==> src/rtl/rv32i_types.sv <==
// Shared types for the register scoreboard.
//   sb_cnt_t   : 2-bit in-flight counter (pend or ld)
//   SB_MAX     : saturation value of a counter
//   sb_entry_t : per-register counter pair {pend, ld}
//   cnt_next   : next value of a counter given increment/decrement requests
package rv32i_types;

  typedef logic [1:0] sb_cnt_t;

  localparam sb_cnt_t SB_MAX = 2'd3;

  typedef struct packed {
    sb_cnt_t pend;
    sb_cnt_t ld;
  } sb_entry_t;

  // Simultaneous inc+dec cancels. The counter holds at SB_MAX on overflow
  // and holds at 0 on underflow; the caller flags underflow separately.
  function automatic sb_cnt_t cnt_next(input sb_cnt_t c, input logic inc, input logic dec);
    sb_cnt_t r;
    r = c;
    case ({inc, dec})
      2'b10:   r = (c == SB_MAX) ? c : c + 2'd1;
      2'b01:   r = (c == 2'd0) ? c : c - 2'd1;
      default: r = c;
    endcase
    return r;
  endfunction

endpackage

==> src/rtl/scoreboard_entry.sv <==
// One tracked register: in-flight writer count (pend) and in-flight load
// count (ld).
//   clk_i, rst_i       : clock, async active-high reset
//   flush_i            : zero both counters, overrides all other requests
//   inc_pend_i/inc_ld_i: issue of a writer / load to this register
//   dec_pend_i/dec_ld_i: writeback / load response for this register
//   pend_o, ld_o       : current counter values
//   underflow_o        : a decrement hit a counter already at 0
module scoreboard_entry
  import rv32i_types::*;
(
  input  logic       clk_i,
  input  logic       rst_i,
  input  logic       flush_i,
  input  logic       inc_pend_i,
  input  logic       inc_ld_i,
  input  logic       dec_pend_i,
  input  logic       dec_ld_i,
  output logic [1:0] pend_o,
  output logic [1:0] ld_o,
  output logic       underflow_o
);

  sb_entry_t ent_q, ent_d;

  always_comb begin
    ent_d       = ent_q;
    underflow_o = 1'b0;
    if (flush_i) begin
      ent_d = '0;
    end else begin
      ent_d.pend  = cnt_next(ent_q.pend, inc_pend_i, dec_pend_i);
      ent_d.ld    = cnt_next(ent_q.ld, inc_ld_i, dec_ld_i);
      // A cancelling inc+dec nets to zero change and is not an error.
      underflow_o = (dec_pend_i && !inc_pend_i && (ent_q.pend == 2'd0)) ||
                    (dec_ld_i && !inc_ld_i && (ent_q.ld == 2'd0));
    end
  end

  always_ff @(posedge clk_i or posedge rst_i) begin
    if (rst_i) begin
      ent_q <= '0;
    end else begin
      ent_q <= ent_d;
    end
  end

  assign pend_o = ent_q.pend;
  assign ld_o   = ent_q.ld;

endmodule

==> src/rtl/reg_scoreboard.sv <==
// Register scoreboard for an in-order pipeline: tracks in-flight writers and
// loads per architectural register and stalls issue on load-use hazards or
// writer-count saturation.
//   clk_i, rst_i                  : clock, async active-high reset
//   iss_valid_i                   : decode presents an instruction
//   iss_rd_i/iss_rs1_i/iss_rs2_i  : destination / source indices
//   iss_we_i, iss_is_load_i       : writes rd / result comes from dmem
//   iss_stall_o                   : issue refused this cycle
//   wb_valid_i, wb_rd_i           : regfile write retires
//   ld_resp_valid_i, ld_resp_rd_i : load data returned
//   flush_i                       : squash all tracking state
//   rs1_busy_o, rs2_busy_o        : source has an in-flight writer
//   any_busy_o                    : any register has an in-flight writer
//   err_o                         : sticky counter-underflow error
//   stall_cnt_o                   : number of stalled cycles (wraps)
module reg_scoreboard
  import rv32i_types::*;
(
  input  logic        clk_i,
  input  logic        rst_i,
  input  logic        iss_valid_i,
  input  logic [4:0]  iss_rd_i,
  input  logic [4:0]  iss_rs1_i,
  input  logic [4:0]  iss_rs2_i,
  input  logic        iss_we_i,
  input  logic        iss_is_load_i,
  output logic        iss_stall_o,
  input  logic        wb_valid_i,
  input  logic [4:0]  wb_rd_i,
  input  logic        ld_resp_valid_i,
  input  logic [4:0]  ld_resp_rd_i,
  input  logic        flush_i,
  output logic        rs1_busy_o,
  output logic        rs2_busy_o,
  output logic        any_busy_o,
  output logic        err_o,
  output logic [31:0] stall_cnt_o
);

  sb_cnt_t     pend_w [32];
  sb_cnt_t     ld_w   [32];
  logic [31:1] underflow_w;
  logic        iss_fire_w;
  logic        err_q, err_d;
  logic [31:0] stall_cnt_q, stall_cnt_d;

  // x0 is never tracked and always reads idle.
  assign pend_w[0] = '0;
  assign ld_w[0]   = '0;

  for (genvar g = 1; g < 32; g++) begin : g_entry
    logic inc_pend, inc_ld, dec_pend, dec_ld;

    assign inc_pend = iss_fire_w && (iss_rd_i == 5'(g));
    assign inc_ld   = inc_pend && iss_is_load_i;
    assign dec_pend = wb_valid_i && (wb_rd_i == 5'(g));
    assign dec_ld   = ld_resp_valid_i && (ld_resp_rd_i == 5'(g));

    scoreboard_entry u_entry (
      .clk_i       (clk_i),
      .rst_i       (rst_i),
      .flush_i     (flush_i),
      .inc_pend_i  (inc_pend),
      .inc_ld_i    (inc_ld),
      .dec_pend_i  (dec_pend),
      .dec_ld_i    (dec_ld),
      .pend_o      (pend_w[g]),
      .ld_o        (ld_w[g]),
      .underflow_o (underflow_w[g])
    );
  end

  // Pure decode of registered state: same-cycle wb/ld_resp are ignored so the
  // stall never depends on retire-side timing.
  always_comb begin
    iss_stall_o = 1'b0;
    if (iss_valid_i) begin
      iss_stall_o = (ld_w[iss_rs1_i] != 2'd0) ||
                    (ld_w[iss_rs2_i] != 2'd0) ||
                    (iss_we_i && (iss_rd_i != 5'd0) && (pend_w[iss_rd_i] == SB_MAX));
    end
  end

  // rd==0 is filtered by the per-entry decode (no entry for x0).
  assign iss_fire_w = iss_valid_i && !iss_stall_o && iss_we_i;

  assign rs1_busy_o = (pend_w[iss_rs1_i] != 2'd0);
  assign rs2_busy_o = (pend_w[iss_rs2_i] != 2'd0);

  always_comb begin
    any_busy_o = 1'b0;
    for (int i = 1; i < 32; i++) begin
      any_busy_o = any_busy_o | (pend_w[i] != 2'd0);
    end
  end

  always_comb begin
    err_d       = err_q | (|underflow_w);
    stall_cnt_d = stall_cnt_q;
    if (iss_stall_o) begin
      stall_cnt_d = stall_cnt_q + 32'd1;
    end
  end

  always_ff @(posedge clk_i or posedge rst_i) begin
    if (rst_i) begin
      err_q       <= 1'b0;
      stall_cnt_q <= '0;
    end else begin
      err_q       <= err_d;
      stall_cnt_q <= stall_cnt_d;
    end
  end

  assign err_o       = err_q;
  assign stall_cnt_o = stall_cnt_q;

endmodule

==> config.mk <==
export PLATFORM = sky130hd
export DESIGN_NAME = reg_scoreboard
export DESIGN_NICKNAME = d
export VERILOG_FILES = /design/src/rtl/rv32i_types.sv /design/src/rtl/scoreboard_entry.sv /design/src/rtl/reg_scoreboard.sv
export SDC_FILE = /design/constraint.sdc
export NUM_CORES = 1
export LEC_CHECK = 0
export BUFFER_PORTS_ARGS = -buffer_cell sky130_fd_sc_hd__buf_2
export CAP_MARGIN = 20
export CORE_MARGIN = 4
export CORE_UTILIZATION = 40
export DETAILED_ROUTE_END_ITERATION = 8
export PLACE_DENSITY = 0.64
export SYNTH_ARGS = -nofsm -noshare
export SYNTH_HDL_FRONTEND = slang
export SYNTH_SLANG_ARGS = --single-unit
export TNS_END_PERCENT = 100
==> constraint.sdc <==
create_clock -name clk_i -period 5.65 [get_ports clk_i]
set_clock_uncertainty 0.1 [all_clocks]
set_input_delay 1.695 -clock clk_i [delete_from_list [all_inputs] [get_ports clk_i]]
set_output_delay 1.695 -clock clk_i [all_outputs]
set_load 0.05 [all_outputs]
== Yosys cells after proc, flatten, opt, wreduce, memory -nomap -nowiden ==
Index checks and enable logic that the tools add are counted.
Widths: inputs -> output; s select.

* Magnitude comparators: 3
* Muxes and demuxes: 264
* Reductions and logical operators: 571
* Equal/unequal tests: 404
* Bitwise logic cells: 34
* $add $sub $neg: 125

{| class="wikitable"
|+ Operators by type and width
! cell !! number
|-
| $ne 3x3->1 const B || 124
|-
| $mux 2 || 134
|-
| $logic_and 1x1->1 || 252
|-
| $eq 2x2->1 const B || 125
|-
| $pmux 2 s2 || 62
|-
| $eq 5x5->1 const B || 48
|-
| $reduce_and 3->1 || 62
|-
| $reduce_bool 3->1 || 62
|-
| $add 2x1->2 const B || 62
|-
| $eq 2x1->1 const B || 62
|-
| $logic_not 2->1 || 62
|-
| $mux 4 || 31
|-
| $sub 2x1->2 const B || 62
|-
| $eq 5x4->1 const B || 24
|-
| $reduce_bool 2->1 || 35
|-
| $logic_not 1->1 || 63
|-
| $eq 5x3->1 const B || 12
|-
| $bmux 2 s5 || 5
|-
| $logic_or 1x1->1 || 33
|-
| $add 32x1->32 const B || 1
|-
| $mux 1 || 32
|-
| $or 1x1->1 || 31
|-
| $reduce_or 31->1 || 1
|-
| $eq 5x2->1 const B || 6
|-
| 4 further kinds || 10
|}

* Logic and storage cells: 1465
* Register bits after elaboration: 157

== Depth between registers and ports, before layout ==
Gate-level depths: netlist of run 1.

* Depth in word-level cells: 31
* Gate-level depth with buffers: 14
* Depth with buffers taken out: 10

== Cells and area by module ==
Synthesis of run 1 repeated with hierarchy kept, for this count alone.

* Cells, all modules: 1516
* Area, all modules: 12172.9 um^2

{| class="wikitable"
|+ By module, submodules not included
! module !! times used !! cells an instance !! area each (um^2)
|-
| scoreboard_entry || 31 || 29 || 251.5
|-
| reg_scoreboard || 1 || 617 || 4376.7
|}

== Least setup slack after synthesis of run 1 ==
No wires, ideal clock.

* Path kind: in2out
* From: input iss_rs1_i[1]
* To: output rs1_busy_o
* Arrival: 3.994 ns
* Setup slack: -0.139 ns
* Stages on the path: 5
* Path buffers: 2
* Cell sequence: buf_4 > clkbuf_1 > mux4_2 > mux4_2 > a21oi_1

* Word-level cells in the longest chain between the ends: 5

{| class="wikitable"
|+ RTL lines
! item !! RTL line !! source
|-
| start, declared || reg_scoreboard.sv:23 || <nowiki>input logic [4:0] iss_rs1_i,</nowiki>
|-
| $not 5->6 (implied by the code) || reg_scoreboard.sv:87 || <nowiki>assign rs1_busy_o = (pend_w[iss_rs1_i] != 2'd0);</nowiki>
|-
| $bmux 2 s5 || reg_scoreboard.sv:87 ||
|-
| $mux 2 (implied by the code) (2 in a row) || reg_scoreboard.sv:87 ||
|-
| $reduce_bool 2->1 || reg_scoreboard.sv:87 ||
|-
| end, declared || reg_scoreboard.sv:33 || <nowiki>output logic rs1_busy_o,</nowiki>
|}

Every way passes these cells. The select of a mux whose other input is x is not followed.

== Worst setup path after layout of run 1 ==
* From: input iss_rd_i[1]
* To: output iss_stall_o

* Word-level cells in the longest chain between the ends: 8
* Elaborated cells on any way between the ends: 10
* Classes of those cells: eq/ne: 1; mux: 4; bitwise: 1; reduce/logical: 4

{| class="wikitable"
|+ RTL lines
! item !! RTL line !! source
|-
| start, declared || reg_scoreboard.sv:22 || <nowiki>input logic [4:0] iss_rd_i,</nowiki>
|-
| $not 5->6 (implied by the code) || reg_scoreboard.sv:80 || <nowiki>(iss_we_i && (iss_rd_i != 5'd0) && (pend_w[iss_rd_i] == SB_MAX));</nowiki>
|-
| $bmux 2 s5 || reg_scoreboard.sv:80 ||
|-
| $mux 2 (implied by the code) (2 in a row) || reg_scoreboard.sv:80 ||
|-
| $eq 2x2->1 || reg_scoreboard.sv:80 ||
|-
| $logic_and 1x1->1 (*) || reg_scoreboard.sv:80 ||
|-
| $logic_or 1x1->1 (*) || reg_scoreboard.sv:79 || <nowiki>(ld_w[iss_rs2_i] != 2'd0) ||</nowiki>
|-
| $mux 1 (*) || reg_scoreboard.sv:77 || <nowiki>if (iss_valid_i) begin</nowiki>
|-
| end, declared || reg_scoreboard.sv:27 || <nowiki>output logic iss_stall_o,</nowiki>
|}

Every way passes the cells marked *; elsewhere a longest branch is shown, timed or not. The select of a mux whose other input is x is not followed.

==> flow_metrics.tcl, run 1 <==
set metrics [dict create \
    status "complete, no violations" \
    drc_errors 0 \
    cts_sinks 157 \
    path_common_cell "buf_4" \
    fp.dieH_um 182 \
    fin_tns_setup_ns 0 \
    slowest_stage "o31a_1" \
    cp.required_ns 3.86 \
    cts_buffers 17 \
    grt.busiest_layer "met2" \
    maxCapViolCount 0 \
    power_w 0.00279 \
    syn_avg_cell_area_um2 8.02 \
    powerDensity_mw_per_mm2 201 \
    worstMarginPinSlew_ns 0.972 \
    stdcell_count 1997 \
    die_w_um 182 \
    layout-drive-gt1-share_pct 15.5 \
    io_pins 70 \
    setup_viol 0 \
    core_area_mm2 0.0297 \
    yosys_most_used_dff "dfrtp_1" \
    dp_cells 1963 \
    grt_pass1_vias 11700 \
    grt_overflow 0 \
    cts_tree "built" \
    first_pass_iters 8 \
    post_drt_wl_per_cell_um 22.4 \
    nFillCells 2915 \
    slew_headroom_pct 35.2 \
    final_nets 1626 \
    syn_to_final_growth_pct 14.8 \
    report.final.slew_viol_count 0 \
    end_kind "output pin" \
    critPathLaunchType "input pin" \
    crit_type "in2out" \
    htree_num_levels 4 \
    slowest_delay_ns 0.41 \
    grt_pass1_wl_mm 69.0 \
    antenna_found_initial 3 \
    rows 63 \
    clkTransAtPathRegs_ns 0.07 \
    fmax_ghz 0.178 \
    drt_iter0_drc 1514 \
    yosysSeqAreaShare_pct 32.6 \
    syn-instance-count 1503 \
    ys_ff_latch 157 \
    clk_path_buf_depth 2 \
    rsz0062_at_grt "false" \
    synth_edf_count 0 \
    async_flop_share_pct 100 \
    synth_cell_types 81 \
    grt_use_met1_pct 37.5 \
    die_area_mm2 0.0330 \
    ant_nets 0 \
    synth_fp_nets 1537 \
    critPathMaxFanout 12 \
    hp-class "reg2reg" \
    fin_crit_ns 5.63 \
    yosys_warnings 0 \
    routed-via-count 12700 \
    finalCritPeriodShare_pct 99.7 \
    cts.root.buffer_cell "clkbuf_16" \
    hold_violations 0 \
    worstPathCellList "clkbuf_4 > buf_4 > mux4_2 > a22oi_1 > a22o_1 > a21boi_0 > o31a_1 > buf_4" \
    final_util_pct 46.6 \
    io_buffers 69 \
    layout_common_cells "nand2_1, nor2_1, dfrtp_1, a21oi_1, o21ai_0" \
    grt_max_degree 158 \
    wirelength_mm 44.7 \
    globalplace.congestion 1.03 \
    p_leak_nw 5.45 \
    groute.usage.overall_pct 26.6 \
    clkLatencyLatePin_ns 0.46 \
    cp_data_arrival_time_ns 3.84 \
    grt_use_met2_pct 40.4 \
    floorplan.initialDensity_pct 40.6 \
    syn_area_mm2 0.0121 \
    dp.final_hpwl_mm 33.9 \
    use_met3_pct 5.57 \
    vdd_drop_max_mv 0.194 \
    final_common_cell "nand2_1" \
    via_per_inst 6.37 \
]
[flip-flops by register name, indices dropped and copies added (netlist names)]
register / count
err_o: 1
g_entry.u_entry.pend_o: 62
g_entry.u_entry.ld_o: 62
stall_cnt_o: 32
[synthesized netlist by cell type (all sizes together), types with 28 or more instances]
library cell,n,area (um^2)
inv,30,113
nor3,39,205
nand2b,32,200
o311ai,28,253
o21ai,84,420
nor2,193,724
xnor2,29,254
nand4,34,228
clkbuf,38,144
and3,40,250
a21oi,136,681
dfrtp,157,3930
nand3,63,333
nand2,211,795
mux4,36,826
buf,35,201
[area by class of cell]
cell class / instances / area (um^2) / area share [%]
well taps: 390 / 488 / 3.53
flip-flops and latches: 157 / 3930 / 28.4
clock buffers: 18 / 439 / 3.17
diodes: 2 / 5.00 / 0.0362
inverters: 30 / 116 / 0.841
repair buffers: 143 / 998 / 7.22
clock inverters: 14 / 166 / 1.20
multi-input cells: 1243 / 7690 / 55.6
[logic make-up after synthesis]
| family | after synthesis | share of synthesized area, % |
|---|---|---|
| AND/OR/NAND/NOR | 728 | 29.6 |
| buffers and inverters | 103 | 3.80 |
| adder cells (fa/ha/maj) | 1 | 0.104 |
| flip-flops | 157 | 32.6 |
| AO/OA/AOI/OAI | 423 | 22.7 |
| XOR/XNOR | 31 | 2.25 |
| multiplexers | 60 | 8.89 |
[power by group]
part	total, W	internal, W	switching, W	leakage, nW
Clock	0.00121	0.000643	0.000565	0.291
Combinational	0.000411	0.000119	0.000293	2.99
Sequential	0.00117	0.00114	0.0000258	2.17
Total	0.00279	0.00190	0.000883	5.45
[metrics by stage]
step / hold WS, ns / setup slack [ns] / cell area (um^2)
3_3_place_gp: 0.361 / 0.0203 / 13200
5_1_grt: 0.415 / 0.00239 / 13800
3_5_place_dp: 0.381 / 0.0213 / 13200
6_report: 0.395 / 0.0177 / 13800
2_1_floorplan: 0.365 / 0.0374 / 12100
4_1_cts: 0.395 / 0.0141 / 13800
[repair_timing]
item                                    CTS  global route
buffers inserted                          0             0
resized for setup                         0             5
hold buffers                              0             0
endpoints found under the setup margin    0             1
[routing by layer]
| layer | vias to the layer above | part of all wire (%) |
|---|---|---|
| li1 | 5737 | - |
| met1 | 6184 | 43 |
| met2 | 698 | 45 |
| met3 | 97 | 9.4 |
| met4 | 2 | 3.1 |
| met5 | - | 0.025 |
[worst paths after layout]
kind | startpoint | end | slack (ns) | cells past startpoint
max reg2reg | g_entry[23].u_entry.ld_o[0] | err_o | 1.55 | 13
min reg2reg | stall_cnt_o[4] | stall_cnt_o[4] | 0.40 | 1
max in group asynchronous | rst_i | stall_cnt_o[23] | 3.37 | 3
max | iss_rd_i[1] | iss_stall_o | 0.02 | 8
min in group asynchronous | rst_i | g_entry[20].u_entry.ld_o[1] | 1.37 | 3
min | stall_cnt_o[4] | stall_cnt_o[4] | 0.40 | 1
[critical path: cells and delay by family]
family          cells  cell delay [ns]
mux                 1             0.34
compound gates      4             1.02
buf+inv             3             0.77
No activity file was read; power rests on OpenSTA's default activity.
==> inputs of run 2 (changes only) <==
--- a/config.mk
+++ b/config.mk
@@ -7,11 +7,12 @@
 export LEC_CHECK = 0
 export BUFFER_PORTS_ARGS = -buffer_cell sky130_fd_sc_hd__buf_2
 export CAP_MARGIN = 20
-export CORE_MARGIN = 4
+export CORE_MARGIN = 2
 export CORE_UTILIZATION = 40
 export DETAILED_ROUTE_END_ITERATION = 8
 export PLACE_DENSITY = 0.64
 export SYNTH_ARGS = -nofsm -noshare
 export SYNTH_HDL_FRONTEND = slang
+export SYNTH_HIERARCHICAL = 1
 export SYNTH_SLANG_ARGS = --single-unit
 export TNS_END_PERCENT = 100
==> run 2 against run 1 <==
  * Sequential cell count is the same
  * First-iteration DRC count grew 1.9%
  * Global-route usage grew 0.16 points
  * Critical path type unchanged
  * Largest power group unchanged
  * Highest routed layer unchanged
==> flow_metrics.tcl, run 2 <==
set metrics [dict create \
    syn_to_final_growth_pct 17.1 \
    crit_type "in2out" \
    slowest_delay_ns 0.49 \
    layout-drive-gt1-share_pct 16.7 \
    synth_fp_nets 1550 \
    clkTransAtPathRegs_ns 0.07 \
    drc_errors 0 \
    wirelength_mm 42.0 \
    status "complete, no violations" \
    htree_num_levels 4 \
    cp.required_ns 3.86 \
    grt_pass1_wl_mm 64.7 \
    clkLatencyLatePin_ns 0.44 \
    hp-class "reg2reg" \
    p_int_w 0.00197 \
    synth_common_cells "nor2_1, o21ai_0, dfrtp_1" \
    final_nets 1697 \
    report.final.slew_viol_count 0 \
    cts_tree "built" \
    yosysMostFrequentCell "nor2_1" \
    grt_max_degree 58 \
    io_buffers 69 \
    grt_pass1_vias 11600 \
    cp-endpoint "iss_stall_o" \
    critPathLaunchType "input pin" \
    rows 63 \
    maxCapViolCount 0 \
    via_per_inst 6.07 \
    worst_slack_ns 0.0718 \
    ant_nets 0 \
    final_util_pct 47.8 \
    layout_common_cells "nor2_1, o21ai_0, dfrtp_1, a21oi_1, buf_4" \
    finalCritPeriodShare_pct 98.7 \
    p_leak_nw 5.61 \
    post_drt_wl_per_cell_um 20.3 \
    cp_data_arrival_time_ns 3.78 \
    fmax_ghz 0.179 \
    final_common_cell "nor2_1" \
    synth_cell_types 56 \
    p_clk_share_pct 42.2 \
    path_delay_family "simple AND/OR/NAND/NOR gates" \
    slowest_stage "mux4_2" \
    end_kind "output pin" \
    groute.usage.overall_pct 26.7 \
    slew_headroom_pct 38.6 \
    ys_ff_latch 157 \
    core_area_mm2 0.0298 \
    yosys_most_used_dff "dfrtp_1" \
    critPathMaxFanout 9 \
    r2r_setup_slack_ns 1.15 \
    vdd_drop_max_mv 0.202 \
    reg2reg_to "err_o" \
    hold_violations 0 \
    rsz0062_at_grt "false" \
    io_pins 70 \
    p_sw_share_pct 30.7 \
    syn_avg_cell_area_um2 8.03 \
    synthTopCellsByArea "dfrtp_1, o21ai_0, a21oi_1" \
    dp_slack_ns -0.0727 \
    worstMarginPinSlew_ns 0.921 \
    yosys_warnings 6 \
    p_switching_w 0.000875 \
    cp.depth 11 \
    globalplace.congestion 1.02 \
    cts_buffers 17 \
    worstPathCellList "clkbuf_4 > buf_4 > nand3_1 > o21ai_0 > mux4_2 > mux2i_2 > nor2_2 > nor4_4 > nand2b_4 > inv_1 > buf_4" \
    synth_edf_count 0 \
    floorplan.initialDensity_pct 40.9 \
    cts_sinks 157 \
    routed-via-count 12500 \
    die_w_um 178 \
    async_flop_share_pct 100 \
    p_comb_share_pct 16.3 \
    r2r_cells 16 \
    setup_viol 0 \
    yosysTopAreaCell "dfrtp_1" \
    yosysSeqAreaShare_pct 32.3 \
    syn-instance-count 1516 \
    startpoint "iss_rd_i[1]" \
    clk_path_buf_depth 2 \
    cp_num_buf_inv 4 \
    antenna_found_initial 3 \
    yosysTopAreaCellShare_pct 32.3 \
    fin_crit_ns 5.58 \
    drt_iter0_drc 1543 \
    dp.final_hpwl_mm 31.2 \
    first_pass_iters 6 \
    grt_overflow 0 \
    fp.dieH_um 178 \
    cts.root.buffer_cell "clkbuf_16" \
    die_area_mm2 0.0318 \
    pwr-share-seq_pct 41.5 \
    syn_area_mm2 0.0122 \
    path_common_cell "buf_4" \
    powerDensity_mw_per_mm2 200 \
    r2r_start "g_entry[31].u_entry/ld_o[0]" \
]
-- run 2: changes by cell type in the layout (fill, tap and decap cells not counted), sizes merged, moves of 28 or more --
cell,previous run,this run
o21ai,84,169
buf,141,174
nand2,211,76
and3,40,2
inv,37,81
and2b,0,62
nor3,39,67
nor3b,2,37
nand2b,32,73
nand3,63,35
-- run 2: final cells by class --
type	instances	area [um^2]
Fill cell	2929	15500
Inverter	75	282
Tap cell	390	488
Sequential cell	157	3930
Clock inverter	12	151
Timing Repair Buffer	175	1180
Multi-Input combinational cell	1237	7770
Antenna cell	1	2.50
Clock buffer	19	453
-- run 2: how the worst min path moves through the flow --
stage / startpoint / endpoint / cells after the start
floorplan: g_entry[2].u_entry/ld_o[0] / g_entry[2].u_entry/ld_o[0] / 1
global placement: stall_cnt_o[31] / stall_cnt_o[31] / 1
detailed placement: stall_cnt_o[31] / stall_cnt_o[31] / 1
CTS: stall_cnt_o[31] / stall_cnt_o[31] / 1
global route: stall_cnt_o[31] / stall_cnt_o[31] / 1
finish: stall_cnt_o[31] / stall_cnt_o[31] / 1
-- run 2: power groups by stage --
stage,registers [W],clock network [W],logic (W)
finish,0.00118,0.00120,0.000464
global route,0.00119,0.00127,0.000492
CTS,0.00118,0.00122,0.000454
detailed placement,0.00120,0,0.000450
global placement,0.00120,0,0.000446
floorplan,0.00128,0,0.000201
-- run 2: timing repair --
item,CTS,global route
buffers inserted,1,1
hold buffers,0,0
gates resized for setup,0,8
gates cloned,0,0
pin swaps,1,2
endpoints found under the setup margin,1,1
-- run 2: routing by layer --
metal	up-vias	share of wire, %	global-route usage, %
met2	661	45	42.0
met3	118	9.2	4.88
met5	-	0.11	0
met4	6	4.3	11.5
met1	5995	42	36.0
li1	5768	-	-
-- run 2: per-stage QoR --
| stage | hold WS, ns | TNS [ns] | instance area, um^2 | total power [W] | instances |
|---|---|---|---|---|---|
| floorplan | 0.381 | 0 | 12200 | 0.00148 | 1516 |
| global placement | 0.354 | -0.0402 | 13600 | 0.00165 | 2032 |
| detailed placement | 0.365 | -0.0727 | 13600 | 0.00165 | 2032 |
| CTS | 0.375 | 0 | 14200 | 0.00285 | 2064 |
| global route | 0.387 | 0 | 14300 | 0.00295 | 2066 |
| finish | 0.363 | 0 | 14300 | 0.00285 | 2066 |
-- run 2: kinds of logic (layout without fill, tap and decap cells) --
family	after synthesis	in the layout	share of synthesized area, %
AO/OA/AOI/OAI	374	374	17.4
XOR/XNOR	62	62	4.46
adder cells (fa/ha/maj)	1	1	0.103
buffers and inverters	122	281	4.00
flip-flops	157	157	32.3
multiplexers	65	65	8.06
other	0	1	0
AND/OR/NAND/NOR	735	735	33.8
